<file path="src/rtl/alu_pkg.sv">
// Shared definitions for the ALU issue/writeback slice: opcodes, default
// widths and opcode classification helpers.
package alu_pkg;

  localparam int DEF_DW   = 8;
  localparam int DEF_NREG = 8;
  localparam int DEF_AW   = 3;
  localparam int DEF_CNTW = 16;
  localparam int CW       = 4;

  typedef logic [CW-1:0] opcode_t;

  localparam opcode_t OP_ADD  = 4'h0;
  localparam opcode_t OP_SUB  = 4'h1;
  localparam opcode_t OP_AND  = 4'h2;
  localparam opcode_t OP_OR   = 4'h3;
  localparam opcode_t OP_XOR  = 4'h4;
  localparam opcode_t OP_NOT  = 4'h5;
  localparam opcode_t OP_SHL  = 4'h6;
  localparam opcode_t OP_SHR  = 4'h7;
  localparam opcode_t OP_INC  = 4'h8;
  localparam opcode_t OP_DEC  = 4'h9;
  localparam opcode_t OP_PASS = 4'hA;
  localparam opcode_t OP_LT   = 4'hB;
  localparam opcode_t OP_EQ   = 4'hC;
  localparam opcode_t OP_NOP0 = 4'hD;
  localparam opcode_t OP_NOP1 = 4'hE;
  localparam opcode_t OP_NOP2 = 4'hF;

  // Every opcode up to and including OP_EQ produces a register result.
  function automatic logic writes_rd(input opcode_t op);
    return (op <= OP_EQ);
  endfunction

  // Only add and subtract update the sticky carry flag.
  function automatic logic sets_carry(input opcode_t op);
    return (op == OP_ADD) || (op == OP_SUB);
  endfunction

endpackage

</file>
<file path="src/rtl/alu_regfile.sv">
// NREG x DW register file: three combinational read ports, a writeback port
// and a host load port. When both write the same register on one edge the
// load port wins.
module alu_regfile
  import alu_pkg::*;
#(
  parameter int DW   = DEF_DW,
  parameter int NREG = DEF_NREG,
  parameter int AW   = DEF_AW
) (
  input  logic          clk,
  input  logic          rst,
  input  logic [AW-1:0] ra_addr,
  output logic [DW-1:0] ra_data,
  input  logic [AW-1:0] rb_addr,
  output logic [DW-1:0] rb_data,
  input  logic [AW-1:0] rc_addr,
  output logic [DW-1:0] rc_data,
  input  logic          wr_en,
  input  logic [AW-1:0] wr_addr,
  input  logic [DW-1:0] wr_data,
  input  logic          ld_en,
  input  logic [AW-1:0] ld_addr,
  input  logic [DW-1:0] ld_data
);

  logic [DW-1:0] regs_reg [NREG];

  genvar gi;
  generate
    for (gi = 0; gi < NREG; gi++) begin : g_reg
      // One register per entry; load port has priority over writeback.
      always_ff @(posedge clk or posedge rst) begin
        if (rst) begin
          regs_reg[gi] <= '0;
        end else if (ld_en && (ld_addr == AW'(gi))) begin
          regs_reg[gi] <= ld_data;
        end else if (wr_en && (wr_addr == AW'(gi))) begin
          regs_reg[gi] <= wr_data;
        end
      end
    end
  endgenerate

  assign ra_data = regs_reg[ra_addr];
  assign rb_data = regs_reg[rb_addr];
  assign rc_data = regs_reg[rc_addr];

endmodule

</file>
<file path="src/rtl/alu_issue_wb.sv">
// Operand-issue / writeback stage around an external combinational ALU.
// Accepted instructions read operands (bypassed from the retiring op) into
// the EX register that drives the ALU; the following edge retires the op,
// writes its result back and updates the carry flag and retire counter.
module alu_issue_wb
  import alu_pkg::*;
#(
  parameter int DW   = DEF_DW,
  parameter int NREG = DEF_NREG,
  parameter int AW   = DEF_AW,
  parameter int CNTW = DEF_CNTW
) (
  input  logic            clk,
  input  logic            rst,
  input  logic            in_valid,
  output logic            in_ready,
  input  logic [3:0]      in_ctrl,
  input  logic [AW-1:0]   in_rd,
  input  logic [AW-1:0]   in_rs,
  input  logic [AW-1:0]   in_rt,
  input  logic            ld_en,
  input  logic [AW-1:0]   ld_addr,
  input  logic [DW-1:0]   ld_data,
  output logic [3:0]      alu_ctrl,
  output logic [DW-1:0]   alu_x,
  output logic [DW-1:0]   alu_y,
  input  logic [DW-1:0]   alu_out,
  input  logic            alu_carry,
  output logic            wb_valid,
  output logic [AW-1:0]   wb_addr,
  output logic [DW-1:0]   wb_data,
  output logic            flag_c,
  output logic [CNTW-1:0] retired,
  input  logic [AW-1:0]   dbg_addr,
  output logic [DW-1:0]   dbg_data
);

  logic            ex_valid_reg;
  opcode_t         ctrl_reg;
  logic [AW-1:0]   ex_rd_reg;
  logic [DW-1:0]   x_reg;
  logic [DW-1:0]   y_reg;
  logic            wb_valid_reg;
  logic [AW-1:0]   wb_addr_reg;
  logic [DW-1:0]   wb_data_reg;
  logic            flag_c_reg;
  logic [CNTW-1:0] retired_reg;

  logic            fire;
  logic            ex_wr;
  logic [DW-1:0]   rs_data;
  logic [DW-1:0]   rt_data;
  logic [DW-1:0]   x_next;
  logic [DW-1:0]   y_next;

  // Host loads take the register file write path, so they block issue.
  assign in_ready = !ld_en;
  assign fire     = in_valid && in_ready;

  // The op sitting in EX retires on the coming edge; if it writes, its
  // result is the freshest value for that register.
  assign ex_wr = ex_valid_reg && writes_rd(ctrl_reg);

  alu_regfile #(
    .DW   (DW),
    .NREG (NREG),
    .AW   (AW)
  ) u_rf (
    .clk     (clk),
    .rst     (rst),
    .ra_addr (in_rs),
    .ra_data (rs_data),
    .rb_addr (in_rt),
    .rb_data (rt_data),
    .rc_addr (dbg_addr),
    .rc_data (dbg_data),
    .wr_en   (ex_wr),
    .wr_addr (ex_rd_reg),
    .wr_data (alu_out),
    .ld_en   (ld_en),
    .ld_addr (ld_addr),
    .ld_data (ld_data)
  );

  // Operand bypass from the retiring op; both sources use the same rule.
  always_comb begin
    x_next = rs_data;
    y_next = rt_data;
    if (ex_wr && (ex_rd_reg == in_rs)) x_next = alu_out;
    if (ex_wr && (ex_rd_reg == in_rt)) y_next = alu_out;
  end

  // EX register: loads on handshake, otherwise operands hold and valid drops.
  always_ff @(posedge clk or posedge rst) begin
    if (rst) begin
      ex_valid_reg <= 1'b0;
      ctrl_reg     <= '0;
      ex_rd_reg    <= '0;
      x_reg        <= '0;
      y_reg        <= '0;
    end else begin
      ex_valid_reg <= fire;
      if (fire) begin
        ctrl_reg  <= in_ctrl;
        ex_rd_reg <= in_rd;
        x_reg     <= x_next;
        y_reg     <= y_next;
      end
    end
  end

  // Writeback report, sticky carry and saturating retire counter.
  always_ff @(posedge clk or posedge rst) begin
    if (rst) begin
      wb_valid_reg <= 1'b0;
      wb_addr_reg  <= '0;
      wb_data_reg  <= '0;
      flag_c_reg   <= 1'b0;
      retired_reg  <= '0;
    end else begin
      wb_valid_reg <= ex_wr;
      if (ex_wr) begin
        wb_addr_reg <= ex_rd_reg;
        wb_data_reg <= alu_out;
      end
      if (ex_valid_reg && sets_carry(ctrl_reg)) begin
        flag_c_reg <= alu_carry;
      end
      if (ex_valid_reg && (retired_reg != {CNTW{1'b1}})) begin
        retired_reg <= retired_reg + CNTW'(1);
      end
    end
  end

  assign alu_ctrl = ctrl_reg;
  assign alu_x    = x_reg;
  assign alu_y    = y_reg;
  assign wb_valid = wb_valid_reg;
  assign wb_addr  = wb_addr_reg;
  assign wb_data  = wb_data_reg;
  assign flag_c   = flag_c_reg;
  assign retired  = retired_reg;

endmodule

</file>
<file path="config.mk">
export PLATFORM = sky130hd
export DESIGN_NAME = alu_issue_wb
export DESIGN_NICKNAME = d
export VERILOG_FILES = /design/src/rtl/alu_pkg.sv /design/src/rtl/alu_regfile.sv /design/src/rtl/alu_issue_wb.sv
export SDC_FILE = /design/constraint.sdc
export NUM_CORES = 1
export LEC_CHECK = 0
export ABC_AREA = 1
export CAP_MARGIN = 20
export CORE_UTILIZATION = 50
export DETAILED_ROUTE_END_ITERATION = 6
export PLACE_DENSITY = 0.73
export SLEW_MARGIN = 10
export SYNTH_ARGS = -nofsm -noshare
export SYNTH_HDL_FRONTEND = slang
export SYNTH_SLANG_ARGS = --single-unit
export TNS_END_PERCENT = 1
</file>
<file path="constraint.sdc">
create_clock -name clk -period 10.2 [get_ports clk]
set_clock_uncertainty 0.15 [all_clocks]
set_input_delay 1.53 -clock clk [delete_from_list [all_inputs] [get_ports clk]]
set_output_delay 1.53 -clock clk [all_outputs]
set_load 0.1 [all_outputs]
</file>
==> impl_metrics.csv, run 1 <==
group,metric,value,unit
hold_path,min-delay-start,"alu_x[0]",
sta,max_freq,0.144,GHz
synthesis,yosys.area.top_type,"dfrtp_1",
cells_and_area,n_antenna_cell,0,
floorplanning,core_region_area,14500,um2
setup_path,path_depth,8,
pwr,leakagePower,4.42,nW
setup_path,crit_buf_inv,3,
synthesis,syn_area,7460,um2
cells_and_area,mostFrequentLayoutCells,"nand2_1, o21ai_0, nand3_1",
place,gp_congestion,0.989,
setup_path,rrSetupSlack,7.96,ns
route,drc,0,
clocking,ctsResizeCount,0,
route,routed_wl,25.9,mm
synthesis,syn_area_per_cell,6.57,um2
setup_path,r2r-start,"alu_ctrl[2]",
sta,hold_viol,0,
pwr,peakVddDrop,164,uV
clocking,cts.hold.buffers_added,0,
setup_path,cp_max_fo,33,
synthesis,seq_area_frac_synth,39.2,%
clocking,htree_levels,4,
route,dr.pass1.iters,7,
setup_path,cp-startpoint,"dbg_addr[0]",
place,pre_cts_ws,3.33,ns
clocking,clk_pin_slew_worst_paths,0.06,ns
setup_path,r2r_cells,6,
setup_path,cp.required,8.52,ns
global_routing,grt_max_degree,73,
sta,worst_pin_slew,1.13,ns
floorplanning,die_h,124,um
hold_path,worstHoldPathCells,2,
floorplanning,start_util,51.3,%
sta,drv_slew,0,
cells_and_area,drive_above_1_share,4.79,%
floorplanning,die_w,124,um
setup_path,crit_end,"dbg_data[4]",
synthesis,synthArstFlopShare,100,%
route,ant_nets,0,
route,dr.first_iter.drc_count,1002,
global_routing,globalRouteOverflowTotal,0,
cells_and_area,final_common_cell,"nand2_1",
sta,rsz0062_at_grt,"false",
clocking,clock_path_buffers,2,
cells_and_area,largest_reg_flops,64,
route,dr_total_vias,8084,
route,vias_per_cell,5.79,
synthesis,ys_seq_elements,117,
global_routing,track_usage,34.6,%
setup_path,cp_slowest_stage_delay,1.19,ns
place,place_hpwl,17.7,mm
clocking,clock-root-buffer,"clkbuf_16",
cells_and_area,final_core_util,62.2,%
place,dpl.cell_count,1361,
route,wl_per_cell,18.6,um
setup_path,r2r-end,"u_rf.regs_reg[39]",
global_routing,antenna_found_initial,0,
sta,post-route-period-util,68.2,%
hold_path,hold_class,"reg2reg",
floorplanning,die_area,15400,um2
place,port_buffers,97,
flow_run,cap_violations,0,
clocking,cts_made_buffers,17,
synthesis,synth_warnings,0,
cells_and_area,multi_input_area,3850,um2
synthesis,synth_edf_count,0,
synthesis,netlist-cell-type-count,28,
cells_and_area,fin_nets,1240,
setup_path,critPathSlowestCell,"clkdlybuf4s50_1",
setup_path,cp-start-kind,"input port",
clocking,post_cts_buffers,0,
synthesis,synth_top_area_share,39.2,%
sta,min_period,6.95,ns
clocking,clkLatencyLatePin,0.42,ns
setup_path,crit_path_cell_trace,"clkdlybuf4s50_1 > inv_1 > a21oi_1 > o21ai_0 > nand2_1 > nor2_1 > a31oi_1 > clkdlybuf4s50_1",
synthesis,ys.flop_type,"dfrtp_1",
cells_and_area,fillers,1371,
setup_path,cp-end-kind,"output port",
sta,setup_tns,0,ns
global_routing,grt_pass1_wl,39.0,mm
floorplanning,num_rows,44,
setup_path,critPathTopFamily,"buffers and inverters",
cells_and_area,area_growth,21.2,%
cells_and_area,seq_area,2930,um2
floorplanning,ios,98,
sta,setup-violations-final,0,
clocking,cts_tree,"built",
setup_path,crit_type,"in2out",
sta,setup_slack,3.25,ns
synthesis,yosys-top-cells-area,"dfrtp_1, nand2_1, o21ai_0",
setup_path,path_common_cell,"clkdlybuf4s50_1",
global_routing,grt_pass1_vias,7081,
sta,relSlewSlack,24.6,%
synthesis,synth_nets,1176,
run_status,status,"finished clean",
clocking,cts.sinks,117,
cells_and_area,final_cells,1395,
pwr,pwr_density_cell,226,nW/um2
synthesis,synth_cells,1135,
setup_path,cp_data_arrival_time,5.27,ns
==> worst reg2reg max path: stages, from the launching register on <==
cell and delay [ns]:
dfrtp_1 0.39, nand2_1 0.13, o21ai_4 0.55, o21ai_1 0.33
buf_4 0.30, o211ai_1 0.09, o21ai_0 0.15
==> metal layers <==
layer	track usage, %	wire length [um]
met5	0	0
met4	15.0	951
met1	47.0	10900
met2	50.2	11200
met3	11.1	2920
==> power breakdown <==
part           switching, mW  total [mW]  internal [mW]
sequential            0.0719       0.643          0.571
combinational          0.611       0.805          0.195
clock                  0.228       0.598          0.370
total                  0.911        2.05           1.14
==> layout make-up <==
class	instances	share of cell area, %
multi-input combinational	845	42.5
sequential	117	32.4
timing repair buffer	104	11.3
clock buffer	19	5.01
inverter	114	4.76
tap	184	2.55
clock inverter	12	1.44
==> logic make-up after synthesis <==
logic type,share of synthesized area [%]
DFF,39.2
xor gates and xnor gates,1.29
AOI/OAI and AO/OA,16.2
and+or+nand+nor,33.9
buffers and inverters,9.19
adders and majority gates,0.168
==> how the worst min path moves through the flow <==
stage | slack (ns) | to
floorplan | 0.36 | u_rf.regs_reg[10]
global placement | 0.32 | alu_y[6]
detailed placement | 0.31 | alu_x[0]
CTS | 0.33 | alu_x[0]
global route | 0.35 | alu_y[2]
finish | 0.33 | alu_x[0]
==> synth_stat cells (6+ instances only) <==
cell and n:
a21oi_1 33, a31oi_1 9, buf_2 17, clkbuf_1 34, dfrtp_1 117, inv_1 107, inv_2 6, nand2_1 413
nand3_1 144, nor2_1 25, o211ai_1 20, o21ai_0 147, o21ai_1 17, xor2_1 7
==> through the flow <==
stage	hold WS, ns	total power, mW	instance area (um2)
6_report	0.327	2.05	9040
5_1_grt	0.353	2.13	9040
4_1_cts	0.330	2.03	9020
3_5_place_dp	0.314	1.43	8440
2_1_floorplan	0.359	1.21	7460
3_3_place_gp	0.315	1.43	8440
(Power assumes the default switching activity.)
==> run 2, diff against run 1 <==
PLACE_DENSITY = 0.76   (was 0.73)
clock period = 6.2 ns   (was 10.2 ns; I/O delays follow)
==> run 2 against run 1 <==
Effect of this change:
- power grew 71%
- cell count grew 0.14%
- design area grew 0.73%
- critical path type unchanged
- largest cell class unchanged
==> impl_metrics.csv, run 2 (same netlist as run 1, synthesis figures left out) <==
group,metric,value,unit
run_status,status,"finished clean",
cells_and_area,n_antenna_cell,0,
route,dr.pass1.iters,6,
global_routing,track_usage,35.2,%
global_routing,grt_pass1_wl,40.0,mm
setup_path,cp-startpoint,"dbg_addr[0]",
route,dr_total_vias,8275,
sta,rsz0062_at_grt,"false",
place,port_buffers,97,
setup_path,critPathSlowestCell,"clkdlybuf4s50_1",
setup_path,path_depth,8,
setup_path,rrSetupSlack,3.92,ns
sta,relSlewSlack,31.5,%
clocking,post_cts_buffers,0,
route,routed_wl,26.0,mm
clocking,htree_levels,4,
clocking,cts_tree,"built",
place,postPlaceCellArea,8440,um2
pwr,leakagePower,4.48,nW
sta,holdWs,0.326,ns
route,dr.first_iter.drc_count,1164,
setup_path,r2r-end,"u_rf.regs_reg[50]",
sta,hold_viol,0,
cells_and_area,area_growth,22.1,%
cells_and_area,drive_above_1_share,5.61,%
floorplanning,ios,98,
setup_path,cp-end-kind,"output port",
route,drc,0,
hold_path,min-delay-start,"alu_y[2]",
cells_and_area,fin_nets,1241,
route,ant_nets,0,
clocking,clock_path_buffers,2,
route,vias_per_cell,5.92,
cells_and_area,final_cells,1397,
setup_path,cp_data_arrival_time,3.91,ns
sta,max_freq,0.200,GHz
flow_run,cap_violations,0,
sta,drv_slew,0,
clocking,ctsResizeCount,0,
floorplanning,start_util,51.3,%
cells_and_area,final_common_cell,"nand2_1",
route,wl_per_cell,18.6,um
pwr,peakVddDrop,268,uV
setup_path,crit_type,"in2out",
cells_and_area,mostFrequentLayoutCells,"nand2_1, o21ai_0, nand3_1",
cells_and_area,finish.instance_area,9110,um2
global_routing,grt_pass1_vias,7246,
setup_path,r2r_cells,5,
clocking,clkLatencyLatePin,0.43,ns
floorplanning,die_w,124,um
global_routing,globalRouteOverflowTotal,0,
clocking,clk_pin_slew_worst_paths,0.06,ns
place,pre_cts_ws,1.30,ns
floorplanning,num_rows,44,
place,dpl.cell_count,1364,
setup_path,cp-start-kind,"input port",
cells_and_area,seq_area,2930,um2
global_routing,grt_max_degree,79,
clocking,clock-root-buffer,"clkbuf_16",
floorplanning,core_region_area,14500,um2
setup_path,critPathTopFamily,"buffers and inverters",
hold_path,hold_class,"reg2reg",
sta,setup-violations-final,0,
global_routing,antenna_found_initial,0,
setup_path,crit_path_cell_trace,"clkdlybuf4s50_1 > inv_1 > a21oi_1 > o21ai_0 > nand2_1 > nor2_1 > a31oi_1 > buf_4",
setup_path,crit_buf_inv,3,
floorplanning,die_area,15400,um2
setup_path,crit_end,"dbg_data[1]",
clocking,cts.hold.buffers_added,0,
setup_path,r2r-start,"alu_ctrl[0]",
floorplanning,die_h,124,um
cells_and_area,multi_input_area,3850,um2
place,place_hpwl,17.8,mm
place,gp_congestion,0.994,
cells_and_area,largest_reg_flops,64,
setup_path,cp_slowest_stage_delay,1.14,ns
cells_and_area,fillers,1338,
clocking,cts_made_buffers,17,
sta,post-route-period-util,80.5,%
sta,min_period,4.99,ns
pwr,pwr_density_cell,385,nW/um2
setup_path,cp.required,5.12,ns
setup_path,cp_max_fo,33,
sta,setup_slack,1.21,ns
sta,setup_tns,0,ns
sta,worst_pin_slew,1.02,ns
clocking,cts.sinks,117,
## run 2: cell count changes in the layout (fill, tap and decap cells not counted)
cell             change
clkdlybuf4s50_1      -8
clkinv_2             -2
bufinv_16            +3
clkinvlp_4           -3
inv_6                +2
buf_4                +9
clkinv_4             +2
clkbuf_8             -1
## run 2: stage by stage
step / utilization, % / total power [mW]
final: 62.7 / 3.51
after CTS: 62.6 / 3.48
after detailed placement: 58.1 / 2.36
after global routing: 62.7 / 3.64
after floorplan: - / 1.98
after global placement: 58.0 / 2.35
## run 2: worst register-to-register path, delay by kind of cell, from the launching register on
family | cells | cell delay, ns
AOI/OAI and AO/OA | 4 | 1.40
and+or+nand+nor | 1 | 0.25
DFF | 1 | 0.41
## run 2: worst min path at each step
stage | to | slack, ns | cells after the start
2_1_floorplan | u_rf.regs_reg[10] | 0.36 | 2
6_report | alu_y[2] | 0.33 | 2
5_1_grt | alu_y[4] | 0.35 | 2
4_1_cts | alu_y[2] | 0.33 | 2
3_3_place_gp | alu_x[4] | 0.31 | 2
3_5_place_dp | wb_data[5] | 0.32 | 2
## run 2: power by group
| part | internal [mW] | switching [mW] |
|---|---|---|
| clock | 0.728 | 0.395 |
| sequential | 0.940 | 0.120 |
| combinational | 0.317 | 1.01 |
| total | 1.98 | 1.52 |
## run 2: area by class of cell
type,count,area share (%)
inverter,114,4.73
sequential,117,32.1
clock buffer,18,4.82
tap,184,2.53
timing repair buffer,105,11.1
clock inverter,14,2.45
multi-input combinational,845,42.2
## run 2: layer usage
metal  global-route usage (%)  wire length (um)
met5                        0                 0
met1                     50.2             10700
met4                     17.9              1230
met3                     7.51              3060
met2                     50.0             11000
==> run 3, diff against run 2 <==
clock period = 4.3 ns   (was 6.2 ns; I/O delays follow)
==> run 3 against run 2 <==
Effect of this change:
- routed wire length down 3.0%
- global-route usage down 0.84 points
- cell count up 0.14%
- count of clock-buffer cells in the layout up 3
- sequential power up 43%
- die area unchanged
- critical path type unchanged
==> impl_metrics.csv, run 3 (same netlist as run 1, synthesis figures left out) <==
group,metric,value,unit
pwr,leakagePower,4.51,nW
setup_path,crit_path_cell_trace,"clkdlybuf4s50_1 > buf_4 > inv_1 > a21oi_1 > o21ai_0 > nand2_1 > nor2_1 > a31oi_1 > buf_12",
sta,post-route-period-util,77.8,%
floorplanning,die_h,124,um
clocking,cts.hold.buffers_added,0,
pwr,design_power_total,4.93,mW
place,gp_congestion,1.06,
floorplanning,start_util,51.3,%
cells_and_area,mostFrequentLayoutCells,"nand2_1, o21ai_0, nand3_1",
clocking,ctsResizeCount,0,
route,ant_nets,0,
clocking,clock_path_buffers,2,
setup_path,r2r-start,"alu_ctrl[1]",
floorplanning,die_area,15400,um2
hold_path,worstHoldPathCells,2,
sta,setup-violations-final,0,
global_routing,grt_pass1_wl,39.3,mm
clocking,cts.sinks,117,
setup_path,cp-startpoint,"dbg_addr[1]",
setup_path,crit_type,"in2out",
sta,max_freq,0.299,GHz
place,place_hpwl,17.6,mm
clocking,cts_tree,"built",
pwr,pwr_density_cell,536,nW/um2
route,vias_per_cell,5.83,
setup_path,cp-end-kind,"output port",
clocking,htree_levels,4,
route,drc,0,
setup_path,cp.required,3.50,ns
setup_path,r2r-end,"u_rf.regs_reg[33]",
cells_and_area,final_cells,1399,
route,dr.first_iter.drc_count,1226,
flow_run,cap_violations,0,
setup_path,cp_slowest_stage_delay,0.45,ns
place,port_buffers,97,
sta,min_period,3.34,ns
sta,rsz0062_at_grt,"false",
setup_path,cp_data_arrival_time,2.55,ns
sta,setup_tns,0,ns
route,wl_per_cell,18.0,um
setup_path,r2r_cells,5,
cells_and_area,largest_reg_flops,64,
setup_path,cp_max_fo,17,
cells_and_area,fin_nets,1243,
clocking,cts_made_buffers,17,
route,dr.pass1.iters,6,
sta,relSlewSlack,26.5,%
route,routed_wl,25.2,mm
setup_path,rrSetupSlack,1.97,ns
cells_and_area,area_growth,23.2,%
clocking,post_cts_buffers,0,
pwr,peakVddDrop,331,uV
global_routing,grt_max_degree,81,
floorplanning,num_rows,44,
clocking,clock-root-buffer,"clkbuf_16",
global_routing,track_usage,34.4,%
cells_and_area,drive_above_1_share,5.60,%
hold_path,whs_endpoint,"alu_y[4]",
global_routing,antenna_found_initial,0,
sta,setup_slack,0.956,ns
floorplanning,ios,98,
global_routing,grt_pass1_vias,7213,
sta,worst_pin_slew,1.09,ns
sta,drv_slew,0,
setup_path,cp-start-kind,"input port",
cells_and_area,final_core_util,63.2,%
place,pre_cts_ws,0.994,ns
hold_path,hold_class,"reg2reg",
floorplanning,die_w,124,um
sta,hold_viol,0,
clocking,clkLatencyLatePin,0.42,ns
hold_path,min-delay-start,"alu_y[4]",
place,dpl.cell_count,1366,
setup_path,critPathSlowestCell,"clkdlybuf4s50_1",
clocking,clk_pin_slew_worst_paths,0.05,ns
cells_and_area,n_antenna_cell,0,
cells_and_area,final_common_cell,"nand2_1",
run_status,status,"finished clean",
route,dr_total_vias,8157,
global_routing,globalRouteOverflowTotal,0,
floorplanning,core_region_area,14500,um2
run 3: cell types whose count changed in the layout (fill, tap and decap cells not counted), moves of 2 or more:
cell       previous run  this run
buf_12                0         9
buf_4                16         9
clkbuf_1              0         3
bufinv_16             5         3
run 3: area by class of cell:
class                   count  area [um2]
clock buffers              21         450
clock inverters            11         150
flip-flops and latches    117        2930
well taps                 184         230
repair buffers            107        1160
fillers                  1342        5340
multi-input cells         845        3850
inverters                 114         430
run 3: metal layers:
metal	share of wire, %	vias up	track usage (%)
li1	-	3822	-
met1	41	3737	48.0
met2	43	501	48.9
met3	11	97	7.83
met4	4.9	0	19.1
met5	0	-	0
run 3: power by group:
group / internal [mW] / switching (mW) / total [mW]
logic: 0.497 / 1.45 / 1.94
registers: 1.36 / 0.163 / 1.52
clock network: 0.929 / 0.535 / 1.46
run 3: worst max path at each step:
stage                     cells after the start     endpoint  slack (ns)
after floorplan                               1  alu_ctrl[0]        0.40
after global placement                        9  dbg_data[2]        1.01
after detailed placement                      9  dbg_data[7]        0.99
after CTS                                     9  dbg_data[2]        0.98
after global routing                          9  dbg_data[2]        0.81
final                                         9  dbg_data[2]        0.96
run 3: per-stage QoR:
step / hold WS (ns) / instance area [um2]
final: 0.326 / 9190
after global routing: 0.340 / 9190
after CTS: 0.332 / 9160
after detailed placement: 0.317 / 8560
after global placement: 0.313 / 8560
after floorplan: 0.359 / 7460
run 3: critical path: cells and delay by family:
kind / cells / cell delay, ns
buffers and inverters: 4 / 1.15
AOI/OAI and AO/OA: 3 / 0.61
and+or+nand+nor: 2 / 0.13
